File: src/rtl/cic_pkg.sv
// ---------------------------------------------------------------------------
// cic_pkg
// Shared constants and helpers for the CIC interpolator integrator section.
//   DEF_BITWIDTH / DEF_RATIO / DEF_STAGES : default sample width, ratio, stages
//   phase_width()                         : width of the 0..RATIO-1 phase counter
//   sample_t                              : sample type shared with the comb stage
// ---------------------------------------------------------------------------
package cic_pkg;

   localparam int DEF_BITWIDTH = 32;
   localparam int DEF_RATIO    = 64;
   localparam int DEF_STAGES   = 3;

   // Bits needed to count phases 0..ratio-1.
   function automatic int phase_width(input int ratio);
      return $clog2(ratio);
   endfunction

   // Two's-complement sample word exchanged between comb and integrator sections
   // at the default width; width-parameterised instances use the same layout.
   typedef logic signed [DEF_BITWIDTH-1:0] sample_t;

endpackage

File: src/rtl/cic_integ.sv
// ---------------------------------------------------------------------------
// cic_integ
// One CIC integrator stage: out <= out + in on every ena cycle, wrapping
// modulo 2^BITWIDTH (no saturation).
//   clk  : clock, rising edge
//   rst  : asynchronous active-low reset, clears the accumulator
//   ena  : high-rate tick, one accumulate per cycle with ena=1
//   clr  : synchronous clear, takes priority over ena
//   in   : stage input (zero-stuffed sample or previous stage output)
//   out  : accumulator value
// ---------------------------------------------------------------------------
module cic_integ
   import cic_pkg::*;
#(
   parameter int BITWIDTH = DEF_BITWIDTH
) (
   input  logic                clk,
   input  logic                rst,
   input  logic                ena,
   input  logic                clr,
   input  logic [BITWIDTH-1:0] in,
   output logic [BITWIDTH-1:0] out
);

   logic [BITWIDTH-1:0] acc;

   // NOTE: sequential state uses non-blocking assignments so every stage
   // samples its neighbour's old value on the same edge.
   always_ff @(posedge clk or negedge rst) begin
      if (!rst) begin
         acc <= '0;
      end else if (clr) begin
         acc <= '0;
      end else if (ena) begin
         acc <= acc + in;
      end
   end

   assign out = acc;

endmodule

File: src/rtl/cic_interp_integ.sv
// ---------------------------------------------------------------------------
// cic_interp_integ
// Integrator section of a CIC interpolator. Accepts low-rate samples through a
// one-entry holding register, zero-stuffs them by RATIO and runs STAGES
// cascaded integrators at the high (ena) rate.
//   clk       : clock, rising edge
//   rst       : asynchronous active-low reset
//   ena       : high-rate sample tick
//   clr       : synchronous flush of phase, holding register, integrators, underrun
//   in_data   : low-rate sample from the last comb stage
//   in_valid  : in_data is valid
//   in_ready  : in_data is accepted this cycle
//   out_data  : last integrator value
//   out_valid : one-cycle pulse after every ena cycle
//   underrun  : sticky, a sample was due at phase 0 but the register was empty
// ---------------------------------------------------------------------------
module cic_interp_integ
   import cic_pkg::*;
#(
   parameter int BITWIDTH = DEF_BITWIDTH,
   parameter int RATIO    = DEF_RATIO,
   parameter int STAGES   = DEF_STAGES
) (
   input  logic                clk,
   input  logic                rst,
   input  logic                ena,
   input  logic                clr,
   input  logic [BITWIDTH-1:0] in_data,
   input  logic                in_valid,
   output logic                in_ready,
   output logic [BITWIDTH-1:0] out_data,
   output logic                out_valid,
   output logic                underrun
);

   localparam int PW = phase_width(RATIO);

   logic [PW-1:0]       phase;
   logic                full;
   logic [BITWIDTH-1:0] hold;
   logic                tick0;     // ena cycle at phase 0: a sample is due
   logic                transfer;
   logic                consume;
   logic [BITWIDTH-1:0] x;         // zero-stuffed integrator input

   logic [BITWIDTH-1:0] stage_in  [STAGES];
   logic [BITWIDTH-1:0] stage_out [STAGES];

   assign tick0    = ena && (phase == '0);
   // A full register can still take a sample in the cycle it is consumed.
   // Gated by rst so nothing is accepted while the block is held in reset.
   assign in_ready = rst && !clr && (!full || tick0);
   assign transfer = in_valid && in_ready;
   assign consume  = tick0 && full;
   assign x        = consume ? hold : '0;

   // Phase counter, wraps RATIO-1 -> 0.
   always_ff @(posedge clk or negedge rst) begin
      if (!rst) begin
         phase <= '0;
      end else if (clr) begin
         phase <= '0;
      end else if (ena) begin
         phase <= (phase == PW'(RATIO - 1)) ? '0 : phase + PW'(1);
      end
   end

   // Holding register; a same-cycle refill wins over the consume.
   // NOTE: the data word is reset along with the full bit so a reset or clr
   // never leaves a stale sample behind, even though full alone gates its use.
   always_ff @(posedge clk or negedge rst) begin
      if (!rst) begin
         full <= 1'b0;
         hold <= '0;
      end else if (clr) begin
         full <= 1'b0;
         hold <= '0;
      end else if (transfer) begin
         full <= 1'b1;
         hold <= in_data;
      end else if (consume) begin
         full <= 1'b0;
      end
   end

   // Sticky underrun and the out_valid pulse.
   always_ff @(posedge clk or negedge rst) begin
      if (!rst) begin
         underrun  <= 1'b0;
         out_valid <= 1'b0;
      end else if (clr) begin
         underrun  <= 1'b0;
         out_valid <= 1'b0;
      end else begin
         if (tick0 && !full) begin
            underrun <= 1'b1;
         end
         out_valid <= ena;
      end
   end

   // Integrator cascade: stage k adds the registered output of stage k-1.
   for (genvar g = 0; g < STAGES; g++) begin : g_stage
      if (g == 0) begin : g_first
         assign stage_in[g] = x;
      end else begin : g_rest
         assign stage_in[g] = stage_out[g-1];
      end

      cic_integ #(
         .BITWIDTH(BITWIDTH)
      ) u_integ (
         .clk (clk),
         .rst (rst),
         .ena (ena),
         .clr (clr),
         .in  (stage_in[g]),
         .out (stage_out[g])
      );
   end

   assign out_data = stage_out[STAGES-1];

endmodule

File: config.mk
export PLATFORM = sky130hd
export DESIGN_NAME = cic_interp_integ
export DESIGN_NICKNAME = d
export VERILOG_FILES = /design/src/rtl/cic_pkg.sv /design/src/rtl/cic_integ.sv /design/src/rtl/cic_interp_integ.sv
export SDC_FILE = /design/constraint.sdc
export NUM_CORES = 1
export LEC_CHECK = 0
export CORE_MARGIN = 2
export CORE_UTILIZATION = 55
export CTS_CLUSTER_SIZE = 25
export DETAILED_ROUTE_END_ITERATION = 6
export PLACE_DENSITY = 0.78
export RECOVER_POWER = 100
export SETUP_SLACK_MARGIN = 0.5
export SLEW_MARGIN = 30
export SYNTH_ARGS = -nofsm -noshare
export SYNTH_HDL_FRONTEND = slang
export SYNTH_SLANG_ARGS = --single-unit
export TNS_END_PERCENT = 5
File: constraint.sdc
create_clock -name clk -period 3.4 [get_ports clk]
set_input_delay 0.68 -clock clk [delete_from_list [all_inputs] [get_ports clk]]
set_output_delay 0.68 -clock clk [all_outputs]
set_load 0.01 [all_outputs]
==> results.txt, run 1 <==
----------------------------------------------------
[Run status]
  Outcome ... complete, but fails checks
  Failing checks ... capacitance limit, slew limit, setup timing

[Setup path]
  Reg2reg path depth ... 18
  Kind of launch point of the worst setup path ... flop
  Worst setup EP type ... flop
  Worst path most repeated cell ... buf_6
  Critical path destination ... g_stage[0].u_integ.out[31]
  Biggest fanout along the worst timing path ... 6
  WP data required ... 3.70 ns
  Combined buffer and inverter count along the critical path ... 5
  Ordered list of cells on the worst path ... nor4b_4, nand3b_1, buf_6, nor2_4, buf_6, buf_6, buf_4, and2_1, ha_4, and3_4, buf_4, a311oi_4, o21ai_2, a21oi_2, o31ai_2, mux2i_1, xnor2_1, nor2_1
  Total stage count of the critical path ... 18
  Startpoint of the most critical setup path ... phase[3]
  Setup slack of the worst register-to-register path ... -0.21 ns
  Cell family contributing the most delay on the critical path ... simple AND/OR/NAND/NOR gates
  Arrival time of data at the critical path endpoint ... 3.91 ns
  CP Class ... reg2reg
  Peak per-stage delay on the critical path ... 0.40 ns
  RR Startpoint ... phase[3]
  Crit path max-delay cell type ... dfrtp_1
  Critical R2R Capture ... g_stage[0].u_integ.out[31]

[Floorplanning]
  Floorplan die area ... 19900 um^2
  Chip Width ... 141 um
  Die Span Y ... 141 um
  Starting density of the core ... 0.555
  Number of cell rows ... 50
  Number of primary I/O pins ... 72
  Core area ... 18600 um^2

[Global route]
  Overall routing resource usage ... 0.264
  Number of global-route vias before repair ... 8789
  Number of antenna violations at the first check in global routing ... 0
  Total congestion overflow ... 0
  First-pass GRT wire length ... 42600 um
  Largest net degree at the start of global routing ... 96

[Power and ir drop]
  Leakage power of the design ... 6.50 nW
  Power per Cell Area ... 304 nW/um^2
  Worst vdd rail ir drop ... 338 uV

[Yosys]
  Most common flop cell mapped by yosys ... dfrtp_1
  Total nets after synthesis ... 1320
  Part of the Yosys area used for sequential elements ... 0.332
  Number of distinct library cells after synthesis ... 71
  Fraction of post-synthesis cell area in the top cell type by area ... 0.332
  Basic-gate share of the synthesized area counting and, or, nand and nor cells ... 0.203
  Xor-xnor portion of the synthesized cell area ... 0.0738
  Main area contributors after synthesis ... dfrtp_1 (33%), ha_1 (12%), nand2_1 (6.0%), mux2i_1 (4.5%), a21oi_1 (4.0%)
  Combinational family with the most area after synthesis ... simple AND/OR/NAND/NOR gates
  Compound-Gate Fraction of Synth Area ... 0.197
  Post-synth ARST share ... 1.00
  Dominant cell type by area after synthesis ... dfrtp_1
  Synthesized area divided by synthesized cell count ... 8.71 um^2
  Post-synthesis cell count ... 1185
  Post-synthesis sequential element count ... 137
  Cell area after synthesis ... 10300 um^2
  EDFF count, synth ... 0
  Adder-Cell Fraction of Synth Area ... 0.121
  Warnings from Yosys ... 0
  Mux cell area share after synthesis ... 0.0461

[Finish]
  Layout cells sized above 1 ... 0.203
  Final standard cell area without fillers ... 13300 um^2
  Antenna cells ... 0
  Syn-to-layout area delta ... 29.1%
  Post-Route Utilization ... 0.717
  Layout net count ... 1482

[Min path]
  Min-Delay Path Class ... in2async

[STA]
  Slack of the critical path ... -0.214 ns
  Final Max Slew Viols ... 156
  Final critical-path share of the clock period ... 1.06
  Final setup violation count ... 19
  Min Hold Slack ... 0.185 ns
  Worst slew slack as a fraction of its limit ... -0.448
  Clock skew ... 0.00807 ns
  Tightest Pin Transition ... 2.17 ns
  Achievable frequency ... 277 MHz
  Shortest period the worst path allows ... 3.61 ns
  Unrepaired setup endpoints after global routing ... yes
  Endpoints failing hold ... 0

[Clocking]
  CTS tree ... done
  Clock slew seen by the registers of the worst setup and hold paths ... 0.06 ns
  Number of buffers between clock root and the deepest sink ... 2
  Number of H-tree branching levels ... 4
  Root buffer selected by CTS ... clkbuf_16
  Number of buffers added by the clock tree synthesis step ... 17
  Clock sink total ... 137
  Clock latency on the worst-skew pair ... 0.43 ns
  Hold-fix buffers at CTS ... 0

[Place]
  Gpl congestion ... 0.955
  Placed wire-length estimate after detailed placement ... 17700 um
  Post-place instance area ... 12000 um^2
  Quantity of I/O buffers inserted on ports ... 71

[Route]
  Detailed-route DRC error count ... 0
  Number of detailed-route iterations in the first pass ... 5
  WL per Instance ... 17.3 um
  Detailed-route wire length ... 27600 um
  Vias ... 9389
  Detail-routed via count per cell ... 5.89
  DRT iter0 DRCs ... 736
  Residual antenna-violating net count after detailed routing ... 0

[Job]
  Maxcap violations ... 2

----------------------------------------------------
==> state kept, by name (all words and copies together), names as in the netlist <==
register / cells
underrun: 1
hold: 32
g_stage.u_integ.out: 96
full: 1
out_valid: 1
phase: 6
==> how the worst min path moves through the flow <==
stage	startpoint	end	slack, ns	depth (start not counted)
after global placement	rst	g_stage[0].u_integ.out[0]	0.48	1
final	rst	g_stage[0].u_integ.out[2]	0.18	1
after floorplan	rst	full	0.38	0
after detailed placement	rst	g_stage[0].u_integ.out[0]	0.48	1
after global routing	rst	hold[3]	0.20	1
after CTS	rst	g_stage[0].u_integ.out[2]	0.03	1
==> cell usage after synthesis (17+ instances only) <==
library cell and number:
a211oi_1 17, a21o_1 40, a21oi_1 83, and2_1 37
clkbuf_1 37, dfrtp_1 137, ha_1 95, inv_1 23
mux2i_1 46, nand2_1 164, nand3_1 20, nand3b_1 33
nor2_1 102, o21ai_0 64, xnor2_1 45, xor2_1 42
==> kinds of logic after synthesis <==
| family | count (synthesis) |
|---|---|
| muxes | 47 |
| buffers and inverters | 71 |
| AOI/OAI and AO/OA | 311 |
| and+or+nand+nor | 434 |
| xor gates and xnor gates | 87 |
| adders and majority gates | 98 |
| DFF | 137 |
==> power by group <==
group / internal (W) / leakage (nW) / switching, W
sequential: 0.00167 / 1.89 / 0.0000334
combinational: 0.000162 / 4.29 / 0.000204
clock: 0.00129 / 0.319 / 0.000700
==> cell usage in the layout (no fill, tap or decap), types with 8 or more instances in the layout <==
cell,synthesis,routed
a21o_1,40,40
nand4_1,13,13
o21ai_1,14,16
o21a_1,11,11
ha_4,0,14
inv_1,23,21
a21oi_1,83,68
a31oi_1,11,8
dfrtp_1,137,135
a21oi_2,2,17
nor2_1,102,96
and2_4,0,8
mux2i_1,46,46
buf_4,0,104
buf_6,1,11
o21bai_1,13,13
nand3_1,20,20
nor2b_1,13,11
a211oi_1,17,10
and2_1,37,29
nand2_1,164,159
o21ai_2,2,11
o21ai_0,64,53
nand3b_1,33,33
a22o_1,9,9
clkdlybuf4s50_1,0,67
xnor2_1,45,44
ha_1,95,77
clkbuf_16,0,17
xor2_1,42,42
==> final cells by class <==
cell class                      instances  area (um^2)
Inverter                               23         86.3
Fill cell                            1373         5260
Clock buffer                           25          526
Clock inverter                          7          110
Tap cell                              234          293
Sequential cell                       137         3430
Timing Repair Buffer                  191         1650
Multi-Input combinational cell        977         7220
==> routing by layer <==
metal  wire [um]  vias up  global-route usage
li1            -     4569                   -
met5           0        -                   0
met2       13000      314               0.432
met3        1310       65              0.0329
met1       12500     4441               0.367
met4         747        0              0.0868
==> repair_timing <==
action,CTS,global route
gates cloned,2,0
endpoints found under the setup margin,36,49
hold endpoints to repair,0,0
pin swaps,36,60
resized for setup,56,85
buffers inserted,9,7
==> per-stage QoR <==
step	total power [W]	setup slack (ns)	std cells	setup TNS (ns)
6_report	0.00405	-0.214	1594	-2.53
5_1_grt	0.00418	-0.379	1594	-5.40
4_1_cts	0.00404	-0.0650	1587	-0.184
3_5_place_dp	0.00207	-0.668	1544	-9.20
3_3_place_gp	0.00206	-0.616	1544	-8.52
2_1_floorplan	0.00191	-0.173	1185	-1.13
Note: power is estimated with default switching activity, not from simulation.
==> run 2: changes to the inputs <==
--- a/config.mk
+++ b/config.mk
@@ -12,6 +12,7 @@
 export PLACE_DENSITY = 0.78
 export RECOVER_POWER = 100
 export SETUP_SLACK_MARGIN = 0.5
+export SKIP_CTS_REPAIR_TIMING = 1
 export SLEW_MARGIN = 30
 export SYNTH_ARGS = -nofsm -noshare
 export SYNTH_HDL_FRONTEND = slang
==> run 2 against run 1 <==
Critical path depth decreased by 1; utilization decreased by 2.2 points; design area decreased by 3.1%; non-clock buffer count decreased by 16; the flow still finishes with violations (capacitance limit, slew limit, setup timing); sequential power about the same; fmax increased by 3.5%; cell count decreased by 1.0%; critical path type unchanged.
==> results.txt, run 2 (same netlist as run 1, synthesis figures left out) <==
----------------------------------------------------
[Clocking]
  Number of buffers added by the clock tree synthesis step ... 17
  Number of buffers between clock root and the deepest sink ... 2
  Clock sink total ... 137
  Number of H-tree branching levels ... 4
  Clock slew seen by the registers of the worst setup and hold paths ... 0.06 ns
  CTS tree ... done
  Clock latency on the worst-skew pair ... 0.43 ns
  Root buffer selected by CTS ... clkbuf_16

[Route]
  Sum of routed wire segments on met1 ... 12300 um
  Number of detailed-route iterations in the first pass ... 5
  Wire length on met3 ... 958 um
  Residual antenna-violating net count after detailed routing ... 0
  Vias ... 9091
  DRT iter0 DRCs ... 678
  Detailed-route wire length ... 25600 um
  DR WL met2 ... 11600 um
  Top layer used by detailed routing ... met5
  Detail-routed via count per cell ... 5.76
  Detailed-route DRC error count ... 0
  WL per Instance ... 16.2 um

[STA]
  Unrepaired setup endpoints after global routing ... yes
  Worst slew slack as a fraction of its limit ... -0.280
  Clock skew ... 0.00610 ns
  Final setup violation count ... 8
  Min Hold Slack ... 0.173 ns
  Final Max Slew Viols ... 83
  Achievable frequency ... 286 MHz
  Slack of the critical path ... -0.0935 ns
  Tightest Pin Transition ... 1.92 ns
  Shortest period the worst path allows ... 3.49 ns
  Final critical-path share of the clock period ... 1.03
  Endpoints failing hold ... 0

[Global route]
  Number of antenna violations at the first check in global routing ... 1
  Largest net degree at the start of global routing ... 96
  Total congestion overflow ... 0
  Overall routing resource usage ... 0.255
  First-pass GRT wire length ... 41300 um
  Number of global-route vias before repair ... 8622

[Finish]
  Layout net count ... 1466
  Highest-count cells in the layout ignoring fill and taps ... nand2_1 (161), dfrtp_1 (136), nor2_1 (99), buf_4 (97), ha_1 (84)
  Register area ... 3430 um^2
  Most common library cell in the layout ignoring fill and taps ... nand2_1
  Non-filler cells, final ... 1578
  Syn-to-layout area delta ... 25.1%
  Antenna cells ... 0
  Top Registers ... g_stage.u_integ.out: 96 flops, hold: 32 flops, phase: 6 flops
  Area taken by multi-input logic gates ... 6940 um^2
  Biggest register ... g_stage.u_integ.out
  Largest register FFs ... 96
  Fillers ... 1413
  Layout cells sized above 1 ... 0.163

[Power and ir drop]
  Worst vdd rail ir drop ... 332 uV
  Leakage power of the design ... 6.41 nW
  Power per Cell Area ... 312 nW/um^2

[Setup path]
  Peak per-stage delay on the critical path ... 0.41 ns
  Combined buffer and inverter count along the critical path ... 2
  Cell family contributing the most delay on the critical path ... compound AO/OA/AOI/OAI gates
  Ordered list of cells on the worst path ... nor4b_4, nand3b_1, buf_6, nor2_4, buf_12, and2_1, ha_1, a21o_1, a211oi_2, o31ai_1, a41oi_2, o2bb2ai_2, o21ai_2, a311o_1, a21oi_2, mux2i_1, o21ai_1
  Worst setup EP type ... flop
  Biggest fanout along the worst timing path ... 25
  Arrival time of data at the critical path endpoint ... 3.80 ns
  Crit path max-delay cell type ... dfrtp_1
  CP Class ... reg2reg
  Kind of launch point of the worst setup path ... flop
  WP data required ... 3.70 ns

[Place]
  Placed wire-length estimate after detailed placement ... 17700 um
  Quantity of I/O buffers inserted on ports ... 71
  Gpl congestion ... 0.955
  Placed cells ... 1544

[Floorplanning]
  Starting density of the core ... 0.555
  Number of cell rows ... 50
  Floorplan die area ... 19900 um^2
  Chip Width ... 141 um
  Die Span Y ... 141 um
  Number of primary I/O pins ... 72
  Core area ... 18600 um^2

[Run status]
  Outcome ... complete, but fails checks
  Failing checks ... capacitance limit, slew limit, setup timing

[Job]
  Maxcap violations ... 1

[Min path]
  Min-Delay Path Class ... in2async

----------------------------------------------------
-- run 2: layout make-up --
class	count	area share
multi-input cells	977	0.538
inverters	23	0.00669
clock buffers	25	0.0407
flip-flops and latches	137	0.266
well taps	234	0.0227
clock inverters	7	0.00853
repair buffers	175	0.117
-- run 2: path summary, 6_finish.rpt --
path	endpoint	from	slack, ns	cells past startpoint
setup / recovery	g_stage[0].u_integ.out[29]	phase[4]	-0.09	17
hold / removal	g_stage[0].u_integ.out[0]	rst	0.17	1
setup reg to reg	g_stage[0].u_integ.out[29]	phase[4]	-0.09	17
hold reg to reg	hold[26]	hold[26]	0.51	2
max in group asynchronous	g_stage[1].u_integ.out[0]	rst	0.89	2
min in group clk	hold[26]	hold[26]	0.51	2
-- run 2: per-layer routing --
layer / GRT usage / vias to the layer above
met5: 0 / -
met4: 0.0884 / 2
met3: 0.0353 / 47
met2: 0.407 / 255
met1: 0.358 / 4254
li1: - / 4533
-- run 2: worst reg2reg max path, cell delays in order (launching register included) --
cell and delay, ns:
dfrtp_1 0.41, nor4b_4 0.31, nand3b_1 0.12, buf_6 0.15
nor2_4 0.14, buf_12 0.16, and2_1 0.16, ha_1 0.25
a21o_1 0.17, a211oi_2 0.20, o31ai_1 0.12, a41oi_2 0.18
o2bb2ai_2 0.16, o21ai_2 0.09, a311o_1 0.31, a21oi_2 0.16
mux2i_1 0.20, o21ai_1 0.07
-- run 2: through the flow --
step	cell area, um^2	utilization	total power (W)	setup slack, ns	setup TNS (ns)
2_1_floorplan	10400	-	0.00191	-0.173	-1.13
3_3_place_gp	11900	0.643	0.00206	-0.616	-8.52
3_5_place_dp	12000	0.643	0.00207	-0.668	-9.20
4_1_cts	12600	0.678	0.00403	-0.422	-3.57
5_1_grt	12900	0.694	0.00416	-0.278	-2.41
6_report	12900	0.694	0.00402	-0.0935	-0.385
-- run 2: power by group --
part / switching, W / internal (W)
Combinational: 0.000197 / 0.000151
Sequential: 0.0000315 / 0.00167
Clock: 0.000689 / 0.00129
